===== src/rtl/coin_acceptor.sv =====
// Coin-slot front end: synchronizes and debounces the optical sensor, measures pulse width,
// classifies it as a 5/10-unit coin or invalid. Optional debouncer: COIN_ACCEPTOR_DEBOUNCE_EN.
module coin_acceptor #(
  parameter int SYNC_STAGES = 2,
  parameter int DEB_CYCLES  = 4,
  parameter int CNT_W       = 8,
  parameter int W5_MIN      = 8,
  parameter int W5_MAX      = 15,
  parameter int W10_MIN     = 24,
  parameter int W10_MAX     = 39,
  parameter int TIMEOUT     = 255,
  parameter int GAP_CYCLES  = 16
) (
  input  logic       clk,
  input  logic       reset,
  input  logic       sensor,
  input  logic       accept_en,
  output logic [1:0] coin,
  output logic       coin_reject,
  output logic       jam,
  output logic       busy
);

  typedef enum logic [2:0] {
    IDLE,
    MEASURE,
    CLASSIFY,
    EMIT,
    REJECT,
    JAM,
    GAP
  } state_t;

  localparam int GAP_W = (GAP_CYCLES > 1) ? $clog2(GAP_CYCLES) : 1;

  localparam logic [CNT_W-1:0] W5_MIN_C  = CNT_W'(W5_MIN);
  localparam logic [CNT_W-1:0] W5_MAX_C  = CNT_W'(W5_MAX);
  localparam logic [CNT_W-1:0] W10_MIN_C = CNT_W'(W10_MIN);
  localparam logic [CNT_W-1:0] W10_MAX_C = CNT_W'(W10_MAX);
  localparam logic [CNT_W-1:0] TIMEOUT_C = CNT_W'(TIMEOUT);
  localparam logic [GAP_W-1:0] GAP_LAST  = GAP_W'(GAP_CYCLES - 1);

  logic [SYNC_STAGES-1:0] sync_q;
  logic                   s_sync;
  logic                   s_db;
  logic                   s_prev;

  state_t                 state;
  logic [CNT_W-1:0]       cnt;
  logic [GAP_W-1:0]       gap_cnt;
  logic                   acc_l;
  logic                   in_w5;
  logic                   in_w10;

  always_ff @(posedge clk) begin
    if (!reset) begin
      sync_q <= '1;
    end else begin
      sync_q[0] <= sensor;
      for (int unsigned i = 1; i < SYNC_STAGES; i++) begin
        sync_q[i] <= sync_q[i-1];
      end
    end
  end

  assign s_sync = sync_q[SYNC_STAGES-1];

`ifdef COIN_ACCEPTOR_DEBOUNCE_EN
  localparam int DEB_W = (DEB_CYCLES > 1) ? $clog2(DEB_CYCLES) : 1;
  localparam logic [DEB_W-1:0] DEB_LAST = DEB_W'(DEB_CYCLES - 1);

  logic [DEB_W-1:0] deb_cnt;

  // Any sample matching the current level restarts the run of differing samples.
  always_ff @(posedge clk) begin
    if (!reset) begin
      s_db    <= 1'b1;
      deb_cnt <= '0;
    end else if (s_sync == s_db) begin
      deb_cnt <= '0;
    end else if (deb_cnt == DEB_LAST) begin
      s_db    <= s_sync;
      deb_cnt <= '0;
    end else begin
      deb_cnt <= deb_cnt + 1'b1;
    end
  end
`else
  // DEB_CYCLES has no role here; the compare is constant false and keeps the parameter referenced.
  assign s_db = s_sync | (DEB_CYCLES < 0);
`endif

  assign in_w5  = (cnt >= W5_MIN_C)  && (cnt <= W5_MAX_C);
  assign in_w10 = (cnt >= W10_MIN_C) && (cnt <= W10_MAX_C);

  always_ff @(posedge clk) begin
    if (!reset) begin
      state       <= IDLE;
      cnt         <= '0;
      gap_cnt     <= '0;
      acc_l       <= 1'b0;
      s_prev      <= 1'b1;
      coin        <= '0;
      coin_reject <= 1'b0;
      jam         <= 1'b0;
      busy        <= 1'b0;
    end else begin
      s_prev      <= s_db;
      coin        <= '0;
      coin_reject <= 1'b0;

      case (state)
        IDLE: begin
          if (s_db && !s_prev) begin
            state <= MEASURE;
            cnt   <= CNT_W'(1);
            acc_l <= accept_en;
            busy  <= 1'b1;
          end
        end

        MEASURE: begin
          if (!s_db) begin
            state <= CLASSIFY;
          end else if (cnt == TIMEOUT_C) begin
            state <= JAM;
            jam   <= 1'b1;
          end else begin
            cnt <= cnt + 1'b1;
          end
        end

        // coin is registered here so it is high only while the FSM sits in EMIT.
        CLASSIFY: begin
          if (acc_l && in_w5) begin
            coin  <= 2'b01;
            state <= EMIT;
          end else if (acc_l && in_w10) begin
            coin  <= 2'b10;
            state <= EMIT;
          end else begin
            coin_reject <= 1'b1;
            state       <= REJECT;
          end
        end

        EMIT, REJECT: begin
          state   <= GAP;
          gap_cnt <= '0;
        end

        JAM: begin
          if (!s_db) begin
            jam         <= 1'b0;
            coin_reject <= 1'b1;
            state       <= REJECT;
          end
        end

        GAP: begin
          if (gap_cnt == GAP_LAST) begin
            state <= IDLE;
            busy  <= 1'b0;
          end else begin
            gap_cnt <= gap_cnt + 1'b1;
          end
        end

        default: begin
          state <= IDLE;
          busy  <= 1'b0;
          jam   <= 1'b0;
        end
      endcase
    end
  end

endmodule

===== config.mk =====
export PLATFORM = sky130hd
export DESIGN_NAME = coin_acceptor
export DESIGN_NICKNAME = d
export VERILOG_FILES = /design/src/rtl/coin_acceptor.sv
export SDC_FILE = /design/constraint.sdc
export NUM_CORES = 1
export LEC_CHECK = 0
export BUFFER_PORTS_ARGS = -buffer_cell sky130_fd_sc_hd__buf_2
export CORE_MARGIN = 5
export CORE_UTILIZATION = 52
export CTS_CLUSTER_SIZE = 24
export DETAILED_ROUTE_END_ITERATION = 10
export PLACE_DENSITY = 0.78
export SYNTH_ARGS = -nofsm -noshare
export SYNTH_HDL_FRONTEND = slang
export SYNTH_SLANG_ARGS = --single-unit

===== constraint.sdc =====
create_clock -name clk -period 1.7 [get_ports clk]
set_input_delay 0.085 -clock clk [delete_from_list [all_inputs] [get_ports clk]]
set_output_delay 0.085 -clock clk [all_outputs]
set_load 0.05 [all_outputs]

# ---- Word level (Yosys, flattened, before mapping)
# Cells that the tools add are included.
# W data, S select, Z words.
dict set report word_totals {
  output_inout_bits 5
  in_bits 4
  wordCells 84
  reg_bits 24
}
dict set report classes {
  eq_ne 16
  bitwise_logic 4
  reduce_logical 20
  add_sub_neg 2
  n_mux 27
  order_cmp 4
}
# operator count
set ops {}
lappend ops {{$mux W8} 3}
lappend ops {{$mux W3} 7}
lappend ops {{$pmux W3 S6} 1}
lappend ops {{$pmux W8 S2} 1}
lappend ops {{$ne A2 B2 Y1 const B} 7}
lappend ops {{$reduce_and A4 Y1} 3}
lappend ops {{$reduce_or A5 Y1} 2}
lappend ops {{$eq A3 B3 Y1 const B} 3}
lappend ops {{$mux W1} 9}
lappend ops {{$add A8 B1 Y8 const B} 1}
lappend ops {{$eq A8 B8 Y1 const B} 1}
lappend ops {{$ge A8 B4 Y1 const B} 1}
lappend ops {{$ge A8 B5 Y1 const B} 1}
lappend ops {{$le A8 B4 Y1 const B} 1}
lappend ops {{$le A8 B6 Y1 const B} 1}
lappend ops {{$pmux W4 S2} 1}
lappend ops {{$eq A3 B2 Y1 const B} 2}
lappend ops {{$pmux W1 S3} 2}
lappend ops {{$reduce_and A2 Y1} 3}
lappend ops {{$logic_and A1 B1 Y1} 5}
lappend ops {{$add A4 B1 Y4 const B} 1}
lappend ops {{$eq A4 B4 Y1 const B} 1}
lappend ops {{$mux W4} 1}
lappend ops {{$not A1 Y1} 4}
lappend ops {{other kinds (10)} 11}

# ---- Logic depth before layout (Yosys ltp)
# Gate-level depths: netlist (run 1).
dict set report depth {
  ltp_word 6
  ltp_mapped 6
  depth_no_buf 5
}

# ---- Worst setup path after synthesis (run 1)
# Ideal clock, no wire load.
dict set report synth_path {
  path_type {reg2reg}
  startpoint {register cnt[0]}
  endpoint {register cnt[4]}
  path_buffers 1
  synth_period_minus_slack_ns 1.675
  slack_ns 0.025
  setup_time_ns 0.070
  required_ns 1.630
  stages_incl_launch_ff 7
  arrival_time_ns 1.605
  path_cell_list {dfxtp_1 -> ha_1 -> and3_4 -> and3_4 -> buf_6 -> or4_1 -> a21oi_1}
}
dict set report synth_via {
  elab_chain_len 4
  word_cells_on_any_way 7
  classes_between {1 x add/sub; 2 x eq/ne; 3 x mux; 1 x reduce/logical}
}
# element line
set synth_rtl {}
lappend synth_rtl {{start: declaration} 49} ;# logic [CNT_W-1:0] cnt;
lappend synth_rtl {{start signal: assignment} 129} ;# cnt <= cnt + 1'b1;
lappend synth_rtl {{$add A8 B1 Y8} 129}
lappend synth_rtl {{$mux W8} 125} ;# end else if (cnt == TIMEOUT_C) begin
lappend synth_rtl {{$mux W8} 123} ;# if (!s_db) begin
lappend synth_rtl {{$pmux W8 S2} 112} ;# case (state)
# Several ways; a longest one is shown, not always the timed one. The select of a mux whose other input is x is not followed.
# A chain may end at the register's enable or synchronous reset.

# ---- Worst setup path in the final report (run 1)
dict set report layout_path {
  startpoint {register cnt[1]}
  endpoint {register cnt[3]}
}
# The elaborated chain is that of the path after synthesis.

==> impl_metrics.ini, run 1 <==
[outcome]
status = completed

[yosys]
synth-simple-area-share = 0.292
yosysUniqueCellTypes = 45
ys_seq_elements = 24
synth_top_family_by_area = simple AND/OR/NAND/NOR gates
synth_xor_area_frac = 0.0140
synth_mux_area_frac = 0.0160
async_flop_share = 0
ys.flop_type = dfxtp_1
synth_edf_count = 0
yosys_warnings = 0
synth_fa_ha_area_frac = 0.0301
syn_inst = 147
syn_nets = 154
syn_area_mm2 = 0.00125
yosysSeqAreaShare = 0.385
synth.avg_cell_area_um2 = 8.49
synth_compound_area_frac = 0.215

[setup_path]
rrSetupSlack_ns = 0.07
crit_fanout = 12
r2r_end = cnt[3]
end_kind = flop
cp.arrival_ns = 1.88
crit_path_start_kind = flop
r2r_start = cnt[1]
crit_required_ns = 1.96
path_class = flop to flop
reg2reg_depth = 5

[placement]
dp_hpwl_um = 1980
place_congestion = 0.830
io_buffers = 8
pre_cts_ws_ns = 0.0103

[global_routing]
antenna_found_initial = 0
grt_pass1_vias = 1010
grt_max_degree = 14
gr-total-overflow = 0
grt_usage = 0.169
grt_first_pass_wirelength_um = 4520

[floorplan]
pin_count = 9
coreArea_mm2 = 0.00225
start_util = 0.554
die_area_mm2 = 0.00348
rows = 17
fp.dieH_um = 59.0
die_x_um = 59.0

[worst_hold_path]
worstHoldStart = accept_en
hold_class = primary input to flop
whs_path_depth = 3
hold_end = acc_l

[layout]
areaGrowthSynthToFinish_pct = 14.3
final_core_util = 0.633
finalNetCount = 172
drive_gt1_frac = 0.215
fillers = 216
num_antenna_cells = 0

[sta]
rsz0062_at_grt = false
setup_tns_ns = 0
worstMarginPinSlew_ns = 0.361
maxSlewHeadroom = 0.759
drv_slew = 0
worst_slack_ns = 0.0747
fin_crit_ns = 1.63
max_freq_ghz = 0.615
fin_crit_sh = 0.956
setup_viol = 0
fin_worst_skew_ns = 0.00287
finalHoldViolations = 0

[detailed_routing]
wl_per_cell_um = 14.6
drc = 0
drt-total-wl_um = 2790
vias_per_cell = 6.09
dr.pass1.iters = 4
ant_nets = 0
vias = 1163
drt_iter0_drc = 57

[power_and_ir_drop]
p_total_w = 0.00163
power_density_mw_per_mm2 = 1140
p_leak_nw = 0.554
peakVddDrop_v = 0.000629

[clock_network]
cts_tree = yes
cts_inserted_buffers = 3
root_buffer = clkbuf_4
clock-sinks = 24
clk_latency_ns = 0.31
htreeDepth = 1
clk_path_buf_depth = 2
clk_pin_slew_ns = 0.12

[job]
maxCapViolations = 0
worst max-delay path by stage:
stage                          end       start  depth (start not counted)
after floorplan             cnt[4]      cnt[0]                          6
after global placement      cnt[5]      cnt[1]                          5
after detailed placement    cnt[5]      cnt[1]                          5
after CTS                   cnt[5]      cnt[0]                          5
after global routing      state[2]  gap_cnt[0]                          5
final                       cnt[3]      cnt[1]                          5
timing repair:
action                                  CTS  global route
endpoints found under the hold margin     1             0
hold buffers                              1             0
setup buffers                             0             2
resized for setup                         1             7
pin swaps                                 1             2
endpoints found under the setup margin    1             7
registers in the layout, indices dropped and copies added (netlist names):
| name | flops |
|---|---|
| cnt | 8 |
| gap_cnt | 4 |
| state | 3 |
| coin | 2 |
| sync_q | 2 |
| acc_l | 1 |
| busy | 1 |
| coin_reject | 1 |
| jam | 1 |
| s_prev | 1 |
per-layer routing:
layer | GRT usage | share of wire
met3 | 0.0327 | 0.055
met5 | 0 | 0
met1 | 0.208 | 0.45
met2 | 0.284 | 0.48
met4 | 0.0777 | 0.018
metrics by stage:
step / cells / area (µm²) / hold slack, ns
after global routing: 191 / 1430 / 0.0125
final: 191 / 1430 / 0.0101
after detailed placement: 185 / 1350 / 0.274
after floorplan: 147 / 1250 / 0.186
after global placement: 185 / 1350 / 0.271
after CTS: 189 / 1380 / 0.00895
cell usage in the layout (no fill, tap or decap), types with 2 or more instances in the layout:
| cell | Yosys | final |
|---|---|---|
| a211oi_1 | 2 | 2 |
| and3_4 | 2 | 2 |
| nor2b_1 | 5 | 5 |
| inv_1 | 6 | 6 |
| mux2i_1 | 2 | 2 |
| or4_1 | 4 | 3 |
| or3_1 | 2 | 2 |
| buf_2 | 3 | 8 |
| nand3_1 | 10 | 10 |
| nand2b_1 | 7 | 7 |
| a21oi_1 | 16 | 15 |
| o31ai_1 | 4 | 4 |
| o21ai_0 | 6 | 6 |
| dfxtp_1 | 24 | 22 |
| ha_1 | 3 | 2 |
| clkbuf_4 | 0 | 3 |
| nand2_1 | 10 | 10 |
| and3_1 | 2 | 2 |
| buf_4 | 0 | 10 |
| nor3b_1 | 4 | 4 |
| dfxtp_2 | 0 | 2 |
| nor2_1 | 5 | 5 |
| nor4_1 | 3 | 2 |
final cells by class:
| class | count | area (µm²) | share of cell area |
|---|---|---|---|
| clock buffers | 3 | 22.5 | 0.0158 |
| repair buffers | 19 | 125 | 0.0876 |
| well taps | 28 | 35.0 | 0.0245 |
| multi-input cells | 110 | 736 | 0.515 |
| flip-flops and latches | 24 | 483 | 0.338 |
| inverters | 7 | 26.3 | 0.0184 |
cells in the mapped netlist (2+ instances only):
| master | n | area [µm²] |
|---|---|---|
| a211oi_1 | 2 | 15.0 |
| a21oi_1 | 16 | 80.1 |
| and3_1 | 2 | 12.5 |
| and3_4 | 2 | 22.5 |
| buf_2 | 3 | 15.0 |
| clkbuf_1 | 2 | 7.51 |
| dfxtp_1 | 24 | 480 |
| ha_1 | 3 | 37.5 |
| inv_1 | 6 | 22.5 |
| mux2i_1 | 2 | 20.0 |
| nand2_1 | 10 | 37.5 |
| nand2b_1 | 7 | 43.8 |
| nand3_1 | 10 | 50.1 |
| nor2_1 | 5 | 18.8 |
| nor2b_1 | 5 | 31.3 |
| nor3_1 | 2 | 10.0 |
| nor3b_1 | 4 | 30.0 |
| nor4_1 | 3 | 18.8 |
| o21ai_0 | 6 | 30.0 |
| o31ai_1 | 4 | 30.0 |
| or3_1 | 2 | 12.5 |
| or4_1 | 4 | 30.0 |
power breakdown:
group | total [W] | internal [W] | switching [W]
sequential | 0.000680 | 0.000618 | 0.0000626
combinational | 0.000698 | 0.000296 | 0.000402
clock | 0.000250 | 0.0000830 | 0.000167
total | 0.00163 | 0.000997 | 0.000632
cells by family (layout without fill, tap and decap cells):
| group | count (synthesis) | in the layout |
|---|---|---|
| compound gates | 41 | 41 |
| xor+xnor | 2 | 2 |
| fa+ha+maj | 3 | 3 |
| buf+inv | 13 | 29 |
| flops | 24 | 24 |
| mux | 2 | 2 |
| simple gates | 62 | 62 |
critical path, cell delays in order (launching register included):
cell	delay (ns)
dfxtp_2	0.36
ha_2	0.18
and3_4	0.20
and3_4	0.19
or4_1	0.50
a21oi_1	0.14
Power figures use the tool's default switching activity.
==> run 2: changes to the inputs <==
--- a/config.mk
+++ b/config.mk
@@ -6,6 +6,7 @@
 export NUM_CORES = 1
 export LEC_CHECK = 0
 export BUFFER_PORTS_ARGS = -buffer_cell sky130_fd_sc_hd__buf_2
+export CORE_ASPECT_RATIO = 1.25
 export CORE_MARGIN = 5
 export CORE_UTILIZATION = 52
 export CTS_CLUSTER_SIZE = 24
==> impl_metrics.ini, run 2 (synthesis gave the netlist of run 1 again) <==
[clock_network]
cts_inserted_buffers = 3
clk_latency_ns = 0.30
htreeDepth = 1
clk_path_buf_depth = 2
clock-sinks = 24
root_buffer = clkbuf_4
cts_tree = yes
clk_pin_slew_ns = 0.13

[global_routing]
grt_first_pass_wirelength_um = 4840
gr-total-overflow = 0
grt_pass1_vias = 1133
antenna_found_initial = 0
grt_max_degree = 14
grt_usage = 0.180

[power_and_ir_drop]
p_leak_nw = 0.557
power_density_mw_per_mm2 = 1160
p_total_w = 0.00167
peakVddDrop_v = 0.000961

[setup_path]
cp_common_cell = and3_4
cp_slowest_stage_delay_ns = 0.52
end_kind = flop
path_class = flop to flop
cp.arrival_ns = 1.88
path_cells = ha_2 -> and3_4 -> and3_4 -> or4_1 -> a21oi_2
crit_fanout = 13
cp_top_family = simple AND/OR/NAND/NOR gates
crit_required_ns = 1.94
crit_slowest_cell = or4_1
crit_path_start_kind = flop
path_buf_inv = 0

[layout]
fillers = 207
reg_top3 = cnt (8), gap_cnt (4), state (3)
final_cell_mix = dfxtp_1 (21), a21oi_1 (14), nand2_1 (10), nand3_1 (10), buf_4 (10)
largest_reg_flops = 8
top_register = cnt
areaGrowthSynthToFinish_pct = 14.9
drive_gt1_frac = 0.213
num_antenna_cells = 0
final_common_cell = dfxtp_1
finalNetCount = 172
fin_area_mm2 = 0.00144

[sta]
maxSlewHeadroom = 0.766
fin_crit_ns = 1.64
rsz0062_at_grt = true
fin_crit_sh = 0.962
finalHoldViolations = 0
setup_tns_ns = 0
worstMarginPinSlew_ns = 0.348
worst_slack_ns = 0.0641
drv_slew = 0
max_freq_ghz = 0.611
hold_ws_ns = 0.0326
fin_worst_skew_ns = 0.00799
setup_viol = 0

[placement]
place_congestion = 0.814
pre_cts_ws_ns = 0.0262
dpl_cell_area_mm2 = 0.00136
io_buffers = 8
dp_hpwl_um = 1980

[floorplan]
die_x_um = 53.8
die_area_mm2 = 0.00349
start_util = 0.553
fp.dieH_um = 64.8
coreArea_mm2 = 0.00226
rows = 19
pin_count = 9

[detailed_routing]
drt_iter0_drc = 39
drt-total-wl_um = 2610
wl_per_cell_um = 13.4
drc = 0
vias_per_cell = 5.80
ant_nets = 0
vias = 1131
dr.pass1.iters = 4

[job]
maxCapViolations = 0

[worst_hold_path]
hold_class = primary input to flop

[outcome]
status = completed
[run 2: final timing paths]
| kind | slack (ns) | from | to | cells after the start |
|---|---|---|---|---|
| setup / recovery | 0.06 | cnt[0] | cnt[5] | 5 |
| hold / removal | 0.03 | reset | s_prev | 2 |
| setup reg to reg | 0.06 | cnt[0] | cnt[5] | 5 |
| hold reg to reg | 0.43 | sync_q[0] | sync_q[1] | 1 |
[run 2: repair_timing]
action | in CTS | in global routing
pin swaps | 2 | 1
endpoints found under the setup margin | 2 | 6
hold endpoints to repair | 1 | 0
gates resized for setup | 3 | 4
hold buffers | 1 | 0
buffers inserted | 1 | 0
[run 2: through the flow]
| step | cells | util |
|---|---|---|
| final | 195 | 0.635 |
| after global routing | 195 | 0.635 |
| after CTS | 195 | 0.629 |
| after detailed placement | 189 | 0.603 |
| after global placement | 189 | 0.603 |
| after floorplan | 147 | - |
[run 2: area by class of cell]
cell class / count / area (µm²) / share of cell area
Tap cell: 31 / 38.8 / 0.0270
Timing Repair Buffer: 19 / 125 / 0.0872
Inverter: 7 / 26.3 / 0.0183
Clock buffer: 4 / 36.3 / 0.0253
Sequential cell: 24 / 484 / 0.337
Multi-Input combinational cell: 110 / 724 / 0.505
[run 2: metal layers]
| layer | track usage | part of all wire |
|---|---|---|
| met2 | 0.323 | 0.54 |
| met5 | 0 | 0 |
| met1 | 0.207 | 0.41 |
| met4 | 0.0671 | 0.015 |
| met3 | 0.0275 | 0.038 |
[run 2: where the power goes]
group / internal [W] / total [W] / switching, W
logic: 0.000316 / 0.000689 / 0.000373
clock network: 0.000131 / 0.000289 / 0.000158
registers: 0.000619 / 0.000692 / 0.0000732
==> run 3: changes to the inputs <==
--- a/config.mk
+++ b/config.mk
@@ -12,6 +12,7 @@
 export CTS_CLUSTER_SIZE = 24
 export DETAILED_ROUTE_END_ITERATION = 10
 export PLACE_DENSITY = 0.78
+export RECOVER_POWER = 50
 export SYNTH_ARGS = -nofsm -noshare
 export SYNTH_HDL_FRONTEND = slang
 export SYNTH_SLANG_ARGS = --single-unit
==> impl_metrics.ini, run 3 (synthesis gave the netlist of run 1 again) <==
[setup_path]
cp_slowest_stage_delay_ns = 0.52
crit_cells = 5
crit_required_ns = 1.94
cp_top_family = simple AND/OR/NAND/NOR gates
path_class = flop to flop
crit_fanout = 13
r2r_end = cnt[5]
cp.arrival_ns = 1.88
rrSetupSlack_ns = 0.06
path_cells = ha_2 -> and3_4 -> and3_4 -> or4_1 -> a21oi_2
cp_common_cell = and3_4
end_kind = flop
crit_slowest_cell = or4_1
r2r_start = cnt[0]
cp-startpoint = cnt[0]
path_buf_inv = 0
crit_path_start_kind = flop
endpoint = cnt[5]
reg2reg_depth = 5

[detailed_routing]
ant_nets = 0
drc = 0
dr.pass1.iters = 4
vias_per_cell = 5.83
vias = 1137
wl_per_cell_um = 13.4
drt_iter0_drc = 29
drt-total-wl_um = 2620

[clock_network]
cts_inserted_buffers = 3
root_buffer = clkbuf_4
clock-sinks = 24
clk_latency_ns = 0.31
clk_pin_slew_ns = 0.13
cts_tree = yes
htreeDepth = 1
clk_path_buf_depth = 2

[global_routing]
grt_pass1_vias = 1133
grt_first_pass_wirelength_um = 4840
grt_max_degree = 14
gr-total-overflow = 0
grt_usage = 0.180
antenna_found_initial = 0

[sta]
max_freq_ghz = 0.609
fin_crit_ns = 1.64
maxSlewHeadroom = 0.589
setup_tns_ns = 0
drv_slew = 0
rsz0062_at_grt = true
worstMarginPinSlew_ns = 0.619
finalHoldViolations = 0
fin_crit_sh = 0.966
setup_viol = 0
fin_worst_skew_ns = 0.00808

[layout]
top_register = cnt
reg_top3 = cnt (8), gap_cnt (4), state (3)
fillers = 210
areaGrowthSynthToFinish_pct = 14.1
fin_area_mm2 = 0.00143
num_antenna_cells = 0
final_common_cell = dfxtp_1
seq_area_um2 = 484
multi_input_area_um2 = 724
final_cell_mix = dfxtp_1 (21), a21oi_1 (14), nand2_1 (10), nand3_1 (10), buf_4 (9)
finalNetCount = 172
largest_reg_flops = 8
drive_gt1_frac = 0.177

[worst_hold_path]
worstHoldStart = reset
hold_class = primary input to flop

[power_and_ir_drop]
power_density_mw_per_mm2 = 1170
p_leak_nw = 0.531
peakVddDrop_v = 0.000963
p_total_w = 0.00166

[floorplan]
start_util = 0.553
pin_count = 9
die_area_mm2 = 0.00349
rows = 19
coreArea_mm2 = 0.00226
fp.dieH_um = 64.8
die_x_um = 53.8

[placement]
io_buffers = 8
dp_hpwl_um = 1980
dpl_cell_area_mm2 = 0.00136
place_congestion = 0.814

[job]
maxCapViolations = 0

[outcome]
status = completed
-- run 3: cell types whose count changed in the layout (fill, tap and decap cells not counted), sizes merged --
cell,previous run,this run
clkbuf,4,10
buf,18,12
-- run 3: per-layer routing --
| layer | track usage | wire, µm |
|---|---|---|
| met1 | 0.207 | 1070 |
| met2 | 0.323 | 1410 |
| met3 | 0.0275 | 104 |
| met4 | 0.0671 | 36 |
| met5 | 0 | 0 |
-- run 3: how the worst min path moves through the flow --
stage                           end  slack, ns  cells past startpoint
after floorplan           sync_q[0]       0.19                      1
after global placement    sync_q[0]       0.27                      2
after detailed placement  sync_q[0]       0.27                      2
after CTS                 sync_q[1]       0.02                      2
after global routing      sync_q[1]       0.02                      2
final                        s_prev       0.03                      2
-- run 3: worst reg2reg max path, delay by kind of cell, from the launching register on --
family	cells	cell delay, ns
AO/OA/AOI/OAI	1	0.13
AND/OR/NAND/NOR	3	0.91
adder cells (fa/ha/maj)	1	0.19
flip-flops	1	0.35
-- run 3: power breakdown --
part	total [W]	leakage, nW	switching (W)	internal (W)
Combinational	0.000679	0.314	0.000374	0.000305
Clock	0.000290	0.0210	0.000159	0.000131
Sequential	0.000693	0.196	0.0000733	0.000619
-- run 3: repair_timing --
item                       in CTS  in global routing
pin swaps                       2                  1
buffers inserted                1                  0
gates cloned                    0                  0
hold buffers                    1                  0
hold endpoints to repair        1                  0
gates resized for setup         3                  4
setup endpoints to repair       2                  6
-- run 3: cell type report --
| cell class | instances | share of cell area |
|---|---|---|
| multi-input combinational | 110 | 0.508 |
| timing repair buffer | 19 | 0.0808 |
| tap | 31 | 0.0272 |
| clock buffer | 4 | 0.0255 |
| inverter | 7 | 0.0184 |
| sequential | 24 | 0.340 |
-- run 3: metrics by stage --
step | worst slack, ns | instances | hold WS, ns | util
2_1_floorplan | 0.0254 | 147 | 0.186 | -
3_3_place_gp | 0.0768 | 189 | 0.266 | 0.603
3_5_place_dp | 0.0262 | 189 | 0.274 | 0.603
4_1_cts | 0.0140 | 195 | 0.0234 | 0.629
5_1_grt | -0.00131 | 195 | 0.0201 | 0.631
6_report | 0.0583 | 195 | 0.0336 | 0.631
